===== src/rtl/adc_spi_sampler_if.sv =====
// Bundle of the sampler's request/result handshake and the LTC2308 SPI pins.
// master = the sampler (drives SPI and results); slave = the ADC/consumer side.
interface adc_spi_sampler_if;
  logic        sample_tick;
  logic        ADC_DOUT;
  logic        ADC_SCLK;
  logic        ADC_CS_N;
  logic        ADC_DIN;
  logic [11:0] meas_value;
  logic        meas_valid;
  logic        busy;

  modport master (
    input  sample_tick, ADC_DOUT,
    output ADC_SCLK, ADC_CS_N, ADC_DIN, meas_value, meas_valid, busy
  );

  modport slave (
    output sample_tick, ADC_DOUT,
    input  ADC_SCLK, ADC_CS_N, ADC_DIN, meas_value, meas_valid, busy
  );
endinterface


===== src/rtl/adc_spi_sampler.sv =====
// adc_spi_sampler: LTC2308 CONVST/SPI conversion controller, one conversion per sample_tick.
// Optional ADC_OVERSAMPLE_EN: four back-to-back conversions per tick, averaged into meas_value.
module adc_spi_sampler #(
  parameter int CLK_DIV     = 2,
  parameter int CONV_CYCLES = 80,
  parameter int CHANNEL     = 0,
  parameter int UNIPOLAR    = 1
) (
  input  logic              clk,
  input  logic              rst,
  adc_spi_sampler_if.master bus
);
  localparam int CW = (CONV_CYCLES > 1) ? $clog2(CONV_CYCLES) : 1;
  localparam int DW = (CLK_DIV > 1) ? $clog2(CLK_DIV) : 1;
  localparam logic [CW-1:0] CONV_LAST = CW'(CONV_CYCLES - 1);
  localparam logic [DW-1:0] DIV_LAST  = DW'(CLK_DIV - 1);
  localparam logic [3:0]    BIT_LAST  = 4'd11;

  // Config word in ADC shift order: S/D, O/S, S1, S0, UNI, SLP.
  function automatic logic [5:0] cfg_word(input int ch, input int uni);
    logic [2:0] c;
    c = 3'(ch);
    return {1'b1, c[0], c[2:1], 1'(uni), 1'b0};
  endfunction

  localparam logic [5:0] CFG = cfg_word(CHANNEL, UNIPOLAR);

  typedef enum logic [2:0] {
    IDLE = 3'd0,
    CONV = 3'd1,
    XFER = 3'd2,
`ifdef ADC_OVERSAMPLE_EN
    GAP  = 3'd4,
`endif
    DONE = 3'd3
  } state_t;

  state_t          state_r, state_nxt_s;
  logic [CW-1:0]   conv_cnt_r, conv_cnt_nxt_s;
  logic [DW-1:0]   div_cnt_r, div_cnt_nxt_s;
  logic [3:0]      bit_cnt_r, bit_cnt_nxt_s;
  logic            sclk_r, sclk_nxt_s;
  logic            cs_n_r, cs_n_nxt_s;
  logic [5:0]      cfg_sh_r, cfg_sh_nxt_s;
  logic [11:0]     shift_r, shift_nxt_s;
  logic [11:0]     meas_value_r, meas_value_nxt_s;
  logic            meas_valid_r, meas_valid_nxt_s;
  logic            busy_r, busy_nxt_s;
`ifdef ADC_OVERSAMPLE_EN
  logic [13:0]     acc_r, acc_nxt_s, sum_s;
  logic [1:0]      idx_r, idx_nxt_s;
  logic            gap_r, gap_nxt_s;
`endif

  // Next-state and next-output decode for the conversion sequencer.
  always_comb begin
    state_nxt_s      = state_r;
    conv_cnt_nxt_s   = conv_cnt_r;
    div_cnt_nxt_s    = div_cnt_r;
    bit_cnt_nxt_s    = bit_cnt_r;
    sclk_nxt_s       = 1'b0;
    cs_n_nxt_s       = 1'b0;
    cfg_sh_nxt_s     = cfg_sh_r;
    shift_nxt_s      = shift_r;
    meas_value_nxt_s = meas_value_r;
    meas_valid_nxt_s = 1'b0;
`ifdef ADC_OVERSAMPLE_EN
    acc_nxt_s        = acc_r;
    idx_nxt_s        = idx_r;
    gap_nxt_s        = gap_r;
    sum_s            = acc_r + {2'b00, shift_r};
`endif
    case (state_r)
      IDLE: begin
        // busy_r still covers the strobe cycle right after DONE
        if (bus.sample_tick && !busy_r) begin
          state_nxt_s    = CONV;
          conv_cnt_nxt_s = {CW{1'b0}};
          cs_n_nxt_s     = 1'b1;
          cfg_sh_nxt_s   = CFG;
        end else begin
          state_nxt_s    = IDLE;
        end
      end
      CONV: begin
        if (conv_cnt_r == CONV_LAST) begin
          state_nxt_s   = XFER;
          div_cnt_nxt_s = {DW{1'b0}};
          bit_cnt_nxt_s = 4'd0;
          cs_n_nxt_s    = 1'b0;
        end else begin
          conv_cnt_nxt_s = conv_cnt_r + 1'b1;
          cs_n_nxt_s     = 1'b1;
        end
      end
      XFER: begin
        sclk_nxt_s = sclk_r;
        if (div_cnt_r == DIV_LAST) begin
          div_cnt_nxt_s = {DW{1'b0}};
          sclk_nxt_s    = ~sclk_r;
          if (!sclk_r) begin
            shift_nxt_s = {shift_r[10:0], bus.ADC_DOUT};
          end else begin
            cfg_sh_nxt_s = {cfg_sh_r[4:0], 1'b0};
            if (bit_cnt_r == BIT_LAST) begin
              state_nxt_s = DONE;
            end else begin
              bit_cnt_nxt_s = bit_cnt_r + 4'd1;
            end
          end
        end else begin
          div_cnt_nxt_s = div_cnt_r + 1'b1;
        end
      end
`ifdef ADC_OVERSAMPLE_EN
      DONE: begin
        if (idx_r == 2'd3) begin
          meas_value_nxt_s = sum_s[13:2];
          meas_valid_nxt_s = 1'b1;
          acc_nxt_s        = 14'd0;
          idx_nxt_s        = 2'd0;
          state_nxt_s      = IDLE;
        end else begin
          acc_nxt_s   = sum_s;
          idx_nxt_s   = idx_r + 2'd1;
          gap_nxt_s   = 1'b0;
          state_nxt_s = GAP;
        end
      end
      GAP: begin
        if (gap_r) begin
          state_nxt_s    = CONV;
          conv_cnt_nxt_s = {CW{1'b0}};
          cs_n_nxt_s     = 1'b1;
          cfg_sh_nxt_s   = CFG;
        end else begin
          gap_nxt_s = 1'b1;
        end
      end
`else
      DONE: begin
        meas_value_nxt_s = shift_r;
        meas_valid_nxt_s = 1'b1;
        state_nxt_s      = IDLE;
      end
`endif
      default: begin
        state_nxt_s = IDLE;
      end
    endcase
    busy_nxt_s = (state_nxt_s != IDLE) || (state_r == DONE);
  end

  // State, counters and registered outputs; synchronous reset aborts any transfer.
  always_ff @(posedge clk) begin
    if (rst) begin
      state_r      <= IDLE;
      conv_cnt_r   <= {CW{1'b0}};
      div_cnt_r    <= {DW{1'b0}};
      bit_cnt_r    <= 4'd0;
      sclk_r       <= 1'b0;
      cs_n_r       <= 1'b0;
      cfg_sh_r     <= 6'd0;
      shift_r      <= 12'd0;
      meas_value_r <= 12'd0;
      meas_valid_r <= 1'b0;
      busy_r       <= 1'b0;
`ifdef ADC_OVERSAMPLE_EN
      acc_r        <= 14'd0;
      idx_r        <= 2'd0;
      gap_r        <= 1'b0;
`endif
    end else begin
      state_r      <= state_nxt_s;
      conv_cnt_r   <= conv_cnt_nxt_s;
      div_cnt_r    <= div_cnt_nxt_s;
      bit_cnt_r    <= bit_cnt_nxt_s;
      sclk_r       <= sclk_nxt_s;
      cs_n_r       <= cs_n_nxt_s;
      cfg_sh_r     <= cfg_sh_nxt_s;
      shift_r      <= shift_nxt_s;
      meas_value_r <= meas_value_nxt_s;
      meas_valid_r <= meas_valid_nxt_s;
      busy_r       <= busy_nxt_s;
`ifdef ADC_OVERSAMPLE_EN
      acc_r        <= acc_nxt_s;
      idx_r        <= idx_nxt_s;
      gap_r        <= gap_nxt_s;
`endif
    end
  end

  assign bus.ADC_SCLK   = sclk_r;
  assign bus.ADC_CS_N   = cs_n_r;
  assign bus.ADC_DIN    = cfg_sh_r[5];
  assign bus.meas_value = meas_value_r;
  assign bus.meas_valid = meas_valid_r;
  assign bus.busy       = busy_r;
endmodule


===== src/flat_wrapper.sv =====
// flat-port wrapper written by rule: the top's interface ports become plain ports
module adc_spi_sampler_flat 
#(
  parameter int CLK_DIV     = 2,
  parameter int CONV_CYCLES = 80,
  parameter int CHANNEL     = 0,
  parameter int UNIPOLAR    = 1
)
  (clk, rst, bus_sample_tick, bus_ADC_DOUT, bus_ADC_SCLK, bus_ADC_CS_N, bus_ADC_DIN, bus_meas_value, bus_meas_valid, bus_busy);
  adc_spi_sampler_if bus_i ();
  input  logic clk;
  input  logic rst;
  input wire logic [$bits(bus_i.sample_tick)-1:0] bus_sample_tick;
  input wire logic [$bits(bus_i.ADC_DOUT)-1:0] bus_ADC_DOUT;
  output wire logic [$bits(bus_i.ADC_SCLK)-1:0] bus_ADC_SCLK;
  output wire logic [$bits(bus_i.ADC_CS_N)-1:0] bus_ADC_CS_N;
  output wire logic [$bits(bus_i.ADC_DIN)-1:0] bus_ADC_DIN;
  output wire logic [$bits(bus_i.meas_value)-1:0] bus_meas_value;
  output wire logic [$bits(bus_i.meas_valid)-1:0] bus_meas_valid;
  output wire logic [$bits(bus_i.busy)-1:0] bus_busy;
  assign bus_i.sample_tick = bus_sample_tick;
  assign bus_i.ADC_DOUT = bus_ADC_DOUT;
  assign bus_ADC_SCLK = bus_i.ADC_SCLK;
  assign bus_ADC_CS_N = bus_i.ADC_CS_N;
  assign bus_ADC_DIN = bus_i.ADC_DIN;
  assign bus_meas_value = bus_i.meas_value;
  assign bus_meas_valid = bus_i.meas_valid;
  assign bus_busy = bus_i.busy;
  adc_spi_sampler #(.CLK_DIV(CLK_DIV), .CONV_CYCLES(CONV_CYCLES), .CHANNEL(CHANNEL), .UNIPOLAR(UNIPOLAR)) u_core (.clk(clk), .rst(rst), .bus(bus_i));
endmodule

===== config.mk =====
export PLATFORM = sky130hd
export DESIGN_NAME = adc_spi_sampler_flat
export DESIGN_NICKNAME = d
export VERILOG_FILES = /design/src/rtl/adc_spi_sampler_if.sv /design/src/rtl/adc_spi_sampler.sv /design/src/flat_wrapper.sv
export SDC_FILE = /design/constraint.sdc
export NUM_CORES = 1
export LEC_CHECK = 0
export CORE_ASPECT_RATIO = 0.8
export CORE_MARGIN = 2
export CORE_UTILIZATION = 50
export CTS_CLUSTER_DIAMETER = 60
export DETAILED_ROUTE_END_ITERATION = 12
export PLACE_DENSITY_LB_ADDON = 0.05
export SYNTH_ARGS = -nofsm -noshare
export SYNTH_HDL_FRONTEND = slang
export SYNTH_SLANG_ARGS = --single-unit

===== constraint.sdc =====
create_clock -name clk -period 1.9 [get_ports clk]
set_input_delay 0.19 -clock clk [delete_from_list [all_inputs] [get_ports clk]]
set_output_delay 0.19 -clock clk [all_outputs]
set_load 0.1 [all_outputs]

======== Yosys cells after proc, flatten, opt, wreduce, memory -nomap -nowiden ========
Cells that the tools add are included.
storage, ports and cells
  flip-flop bits (word level) ............. 49
  bits of input ports ..................... 4
  output and inout bits ................... 17
  logic and storage cells ................. 66
operators by class
  add/sub/neg operators ................... 3
  equal/unequal tests ..................... 11
  muxes and demuxes ....................... 25
  bitwise gates (word level) .............. 2
  reductions and logical operators ........ 14
operators by type and width
  cell                                                                   number
  6-bit two-way mux                                                      3
  4-bit two-way mux                                                      4
  7-bit two-way mux                                                      2
  7-bit case mux with 2 select lines                                     1
  3-bit two-way mux                                                      4
  6-bit case mux with 2 select lines                                     1
  3-bit case mux with 3 select lines                                     1
  2-bit by 1-bit != test with 1-bit output, second input constant        4
  4-bit case mux with 2 select lines                                     1
  7-bit by 1-bit adder with 7-bit output, second input constant          1
  7-bit equality test, second input constant                             1
  3-bit by 2-bit equality test with 1-bit output, second input constant  2
  1-bit two-way mux                                                      6
  3-bit AND reduction                                                    2
  2-bit nonzero test                                                     3
  5-bit AND reduction                                                    1
  4-bit by 1-bit adder with 4-bit output, second input constant          1
  4-bit equality test, second input constant                             1
  2-bit != test, second input constant                                   2
  1-bit case mux with 2 select lines                                     2
  4-bit AND reduction                                                    1
  3-bit by 1-bit equality test with 1-bit output, second input constant  1
  3-bit logical NOT                                                      1
  3-bit nonzero test                                                     1
  other kinds (7)                                                        8

======== Depth between registers and ports, before layout ========
  depth in word-level cells ............... 7
  depth in mapped cells ................... 5
  mapped depth without buffers ............ 5

======== Least setup slack after synthesis ========
No wires, ideal clock.
  path kind ............................... reg2reg
  from .................................... register u_core.sclk_r, in the netlist u_core.bus.ADC_SCLK
  to ...................................... register u_core.bit_cnt_r[3]
  library setup time ...................... 74 ps
  arrival time ............................ 1,983 ps
  data required time ...................... 1,826 ps
  slack ................................... -158 ps
  stages on the path, launching flop included .. 4
  buffers on the path ..................... 0
  period minus slack after synthesis ...... 2,058 ps
  path through ............................ dfxtp_1 nand3_1 or3_1 a31oi_1
between the ends
  word-level cells in the longest chain between the ends .. 2
RTL lines
  element                                                    RTL line                text
  from (decl)                                                adc_spi_sampler.sv:42   logic sclk_r, sclk_nxt_s;
  from (signal assigned)                                     adc_spi_sampler.sv:178  sclk_r <= sclk_nxt_s;
  2-bit by 1-bit != test with 1-bit output (no source line)  -
  5-bit AND reduction (no source line)                       -
  to (signal assigned)                                       adc_spi_sampler.sv:177  bit_cnt_r <= bit_cnt_nxt_s;
  to (decl)                                                  adc_spi_sampler.sv:41   logic [3:0] bit_cnt_r, bit_cnt_nxt_s;
Every way passes these cells.
A chain may end at the register's enable or synchronous reset.

======== Worst setup path after layout ========
  from .................................... register u_core.state_r[1]
  to ...................................... register u_core.bit_cnt_r[2]
between the ends
  word-level cells in the longest chain between the ends .. 3
  elaborated cells on any way between the ends .. 9
  classes of those cells .................. eq/ne (6); mux (1); reduce/logical (2)
RTL lines
  element                                                                                                           RTL line                text
  from (decl)                                                                                                       adc_spi_sampler.sv:38   state_t state_r, state_nxt_s;
  from (signal assigned)                                                                                            adc_spi_sampler.sv:174  state_r <= state_nxt_s;
  3-bit by 2-bit equality test with 1-bit output or 3-bit by 1-bit equality test with 1-bit output (tied branches)  adc_spi_sampler.sv:73   case (state_r)
  2-bit != test (no source line), or another cell as far along                                                      -
  5-bit AND reduction (no source line)                                                                              -
Several ways; a longest one is shown, not always the timed one.

==> impl_metrics.yaml <==
logic_synthesis:
  avgSynthCellArea_um2: 9.13
  syn_nets: 213
  ys_seq_area_share_pct: 50.9
  synth.most_common_cell: "dfxtp_1"
  synthSimpleGateAreaFrac_pct: 25.7
  synth-compound-area-share_pct: 10.7
  synth-adder-area-share_pct: 1.32
  synth.area.top_cells: "dfxtp_1, mux2i_1, nand2_1"
  synth-seq-cells: 48
  synthFlopType: "dfxtp_1"
  synth_top_family_by_area: "simple AND/OR/NAND/NOR gates"
  ys_types: 34
  synthMuxAreaShare_pct: 6.36
  yosysWarnings: 0
  synth_area_leader_cell: "dfxtp_1"
  synth_xor_area_share_pct: 2.32
  synth_commonest_cells: "dfxtp_1, nand2_1, nor2_1"
  synth_top_area_share_pct: 50.9
  synth_edf_count: 0
  synthCells: 207
  syn_area_um2: 1890
  synthArstFlopShare_pct: 0
power:
  p_leak_uw: 0.000791
  switching_share_pct: 20.6
  p_int_uw: 1500
  pwr_density_cell_nw_per_um2: 838
  total_power_uw: 1890
  p_comb_share_pct: 4.0
  irDropWorstVdd_mv: 0.494
  p_switching_uw: 388
  clockPowerShare_pct: 42.0
  pwr-share-seq_pct: 53.9
setup_path:
  cp.arrival_ns: 1.97
  slowest_delay_ns: 0.45
  worstSetupPathType: "reg -> reg"
  end_kind: "register"
  path_buf_inv: 0
  crit_family: "simple AND/OR/NAND/NOR gates"
  required_ns: 2.13
  crit_slowest_cell: "dfxtp_1"
  start_kind: "register"
  critPathMaxFanout: 7
  crit_chain: "nor3b_4 > nand4_2 > or3b_1 > a31oi_1"
placement:
  place.gp.congestion: 0.792
  io_buffers: 20
  dp_hpwl_um: 2580
cts:
  cts_resized: 0
  cts_root_buf: "clkbuf_8"
  postCtsSetupRepairBufs: 0
  h-tree-depth: 2
  clk_pin_slew_ns: 0.09
  clock_latency_ns: 0.30
  cts_made_buffers: 5
  cts_tree: "built"
  numClockSinks: 48
  clockBufferDepth: 2
  postCtsHoldBufs: 0
timing:
  drv_slew: 0
  fin_crit_ns: 1.74
  fin_tns_setup_ns: 0
  rsz0062_at_grt: "false"
  hold_violations: 0
  min_period_over_period_pct: 91.8
  setup_viol: 0
  clock_skew_ns: 0.00898
  timing.fmax_ghz: 0.573
grt:
  grt.total_usage_pct: 18.7
  grt_start_max_net_pins: 46
  grt_pass1_wl_um: 6240
  overflow: 0
  grt_pass1_vias: 1404
  antenna_found_initial: 0
hold_path:
  hold_class: "reg -> reg"
final_layout:
  synthToLayoutAreaGrowth_pct: 19.2
  diodes: 0
  drive_above_1_share_pct: 15.1
  n_fill_cell: 305
  final_nets: 237
floorplanning:
  ios: 21
  dieArea_um2: 4290
  die_y_um: 59.0
  die_w_um: 72.7
  core.rowCount: 19
  initial_utilization_pct: 53.7
  core_area_um2: 3520
detailed_routing:
  drc: 0
  ant_nets: 0
  wire_per_inst_um: 13.4
  top_layer: "met4"
  viasPerCell: 5.55
  wl_met3_um: 168
  drt_wl_total_um: 3670
  via_count: 1520
  drt_pass1_iterations: 4
  drtIter0Drc: 146
  m1WireLength_um: 1830
  routed-wl-met2_um: 1630
outcome:
  status: "finished clean"
job:
  drv_cap: 0
[metal layers]
metal  track usage, %  up-vias
li1                 -      766
met1             25.8      710
met2             28.8       39
met3             4.59        5
met4             6.35        0
met5                0        -
[placed cells by master, fill, tap and decap left out, types with 2 or more instances in the layout]
master,netlist,final
or3_1,2,2
nor3_1,2,2
xor2_1,3,3
a21oi_1,21,21
and3_1,3,3
mux2i_1,12,12
nor2_1,24,24
nand4b_1,2,2
nand2_1,30,30
o31ai_1,2,2
or3b_1,4,4
clkdlybuf4s50_1,0,3
buf_4,0,20
ha_1,2,2
o211ai_1,2,2
a31oi_1,4,4
dfxtp_1,48,47
buf_12,0,2
inv_1,3,3
nor3b_4,2,2
nand2b_1,2,2
xnor2_1,2,2
nand3b_1,2,2
clkbuf_8,0,7
o21ai_1,3,3
nand4_1,2,2
nand3_1,13,13
[logic make-up (layout without fill, tap and decap cells)]
| group | Yosys count | after routing |
|---|---|---|
| AO/OA/AOI/OAI | 35 | 35 |
| XOR/XNOR | 5 | 5 |
| adder cells (fa/ha/maj) | 2 | 2 |
| buffers and inverters | 11 | 36 |
| flip-flops | 48 | 48 |
| multiplexers | 12 | 12 |
| other | 1 | 1 |
| AND/OR/NAND/NOR | 93 | 93 |
[metrics by stage]
step | instances | setup slack (ns) | area, µm² | hold slack [ns] | util (%)
5_1_grt | 274 | 0.0202 | 2250 | 0.473 | 64.0
3_5_place_dp | 266 | 0.159 | 2130 | 0.449 | 60.4
3_3_place_gp | 266 | 0.282 | 2130 | 0.436 | 60.4
6_report | 274 | 0.155 | 2250 | 0.457 | 64.0
4_1_cts | 274 | 0.135 | 2250 | 0.461 | 64.0
2_1_floorplan | 207 | 0.262 | 1890 | 0.337 | -
[area by class of cell]
cell class,instances,area (µm²),share of cell area [%]
clock buffers,7,96.3,4.28
well taps,42,52.6,2.33
flip-flops and latches,48,962,42.7
multi-input cells,148,880,39.1
clock inverters,1,30.0,1.33
repair buffers,25,220,9.78
inverters,3,11.3,0.500
[power groups by stage]
stage | clock network (µW) | logic [µW] | registers (µW)
finish | 793 | 76.0 | 1020
CTS | 805 | 76.3 | 1020
global placement | 0 | 75.1 | 1040
global route | 857 | 81.1 | 1020
floorplan | 0 | 28.4 | 1070
detailed placement | 0 | 76.0 | 1040
[path summary, 6_finish.rpt]
path,startpoint,endpoint,slack [ns],cells past startpoint
setup / recovery,u_core.state_r[1],u_core.bit_cnt_r[2],0.16,4
hold / removal,u_core.bus.meas_value[11],u_core.bus.meas_value[11],0.46,2
setup reg to reg,u_core.state_r[1],u_core.bit_cnt_r[2],0.16,4
hold reg to reg,u_core.bus.meas_value[11],u_core.bus.meas_value[11],0.46,2
[worst min-delay path: stages, from the launching register on]
cell and delay, ns:
dfxtp_1 0.32, nand2_1 0.05, a21oi_1 0.05
[flip-flops by register name, summed over array words and instances, names as in the netlist]
name                   flops
u_core.cfg_sh_r            5
u_core.shift_r            12
u_core.bus.busy            1
u_core.bit_cnt_r           4
u_core.bus.meas_valid      1
u_core.state_r             3
u_core.bus.meas_value     12
u_core.conv_cnt_r          7
u_core.bus.ADC_CS_N        1
u_core.bus.ADC_SCLK        1
u_core.div_cnt_r           1
No activity file was read; power rests on OpenSTA's default activity.
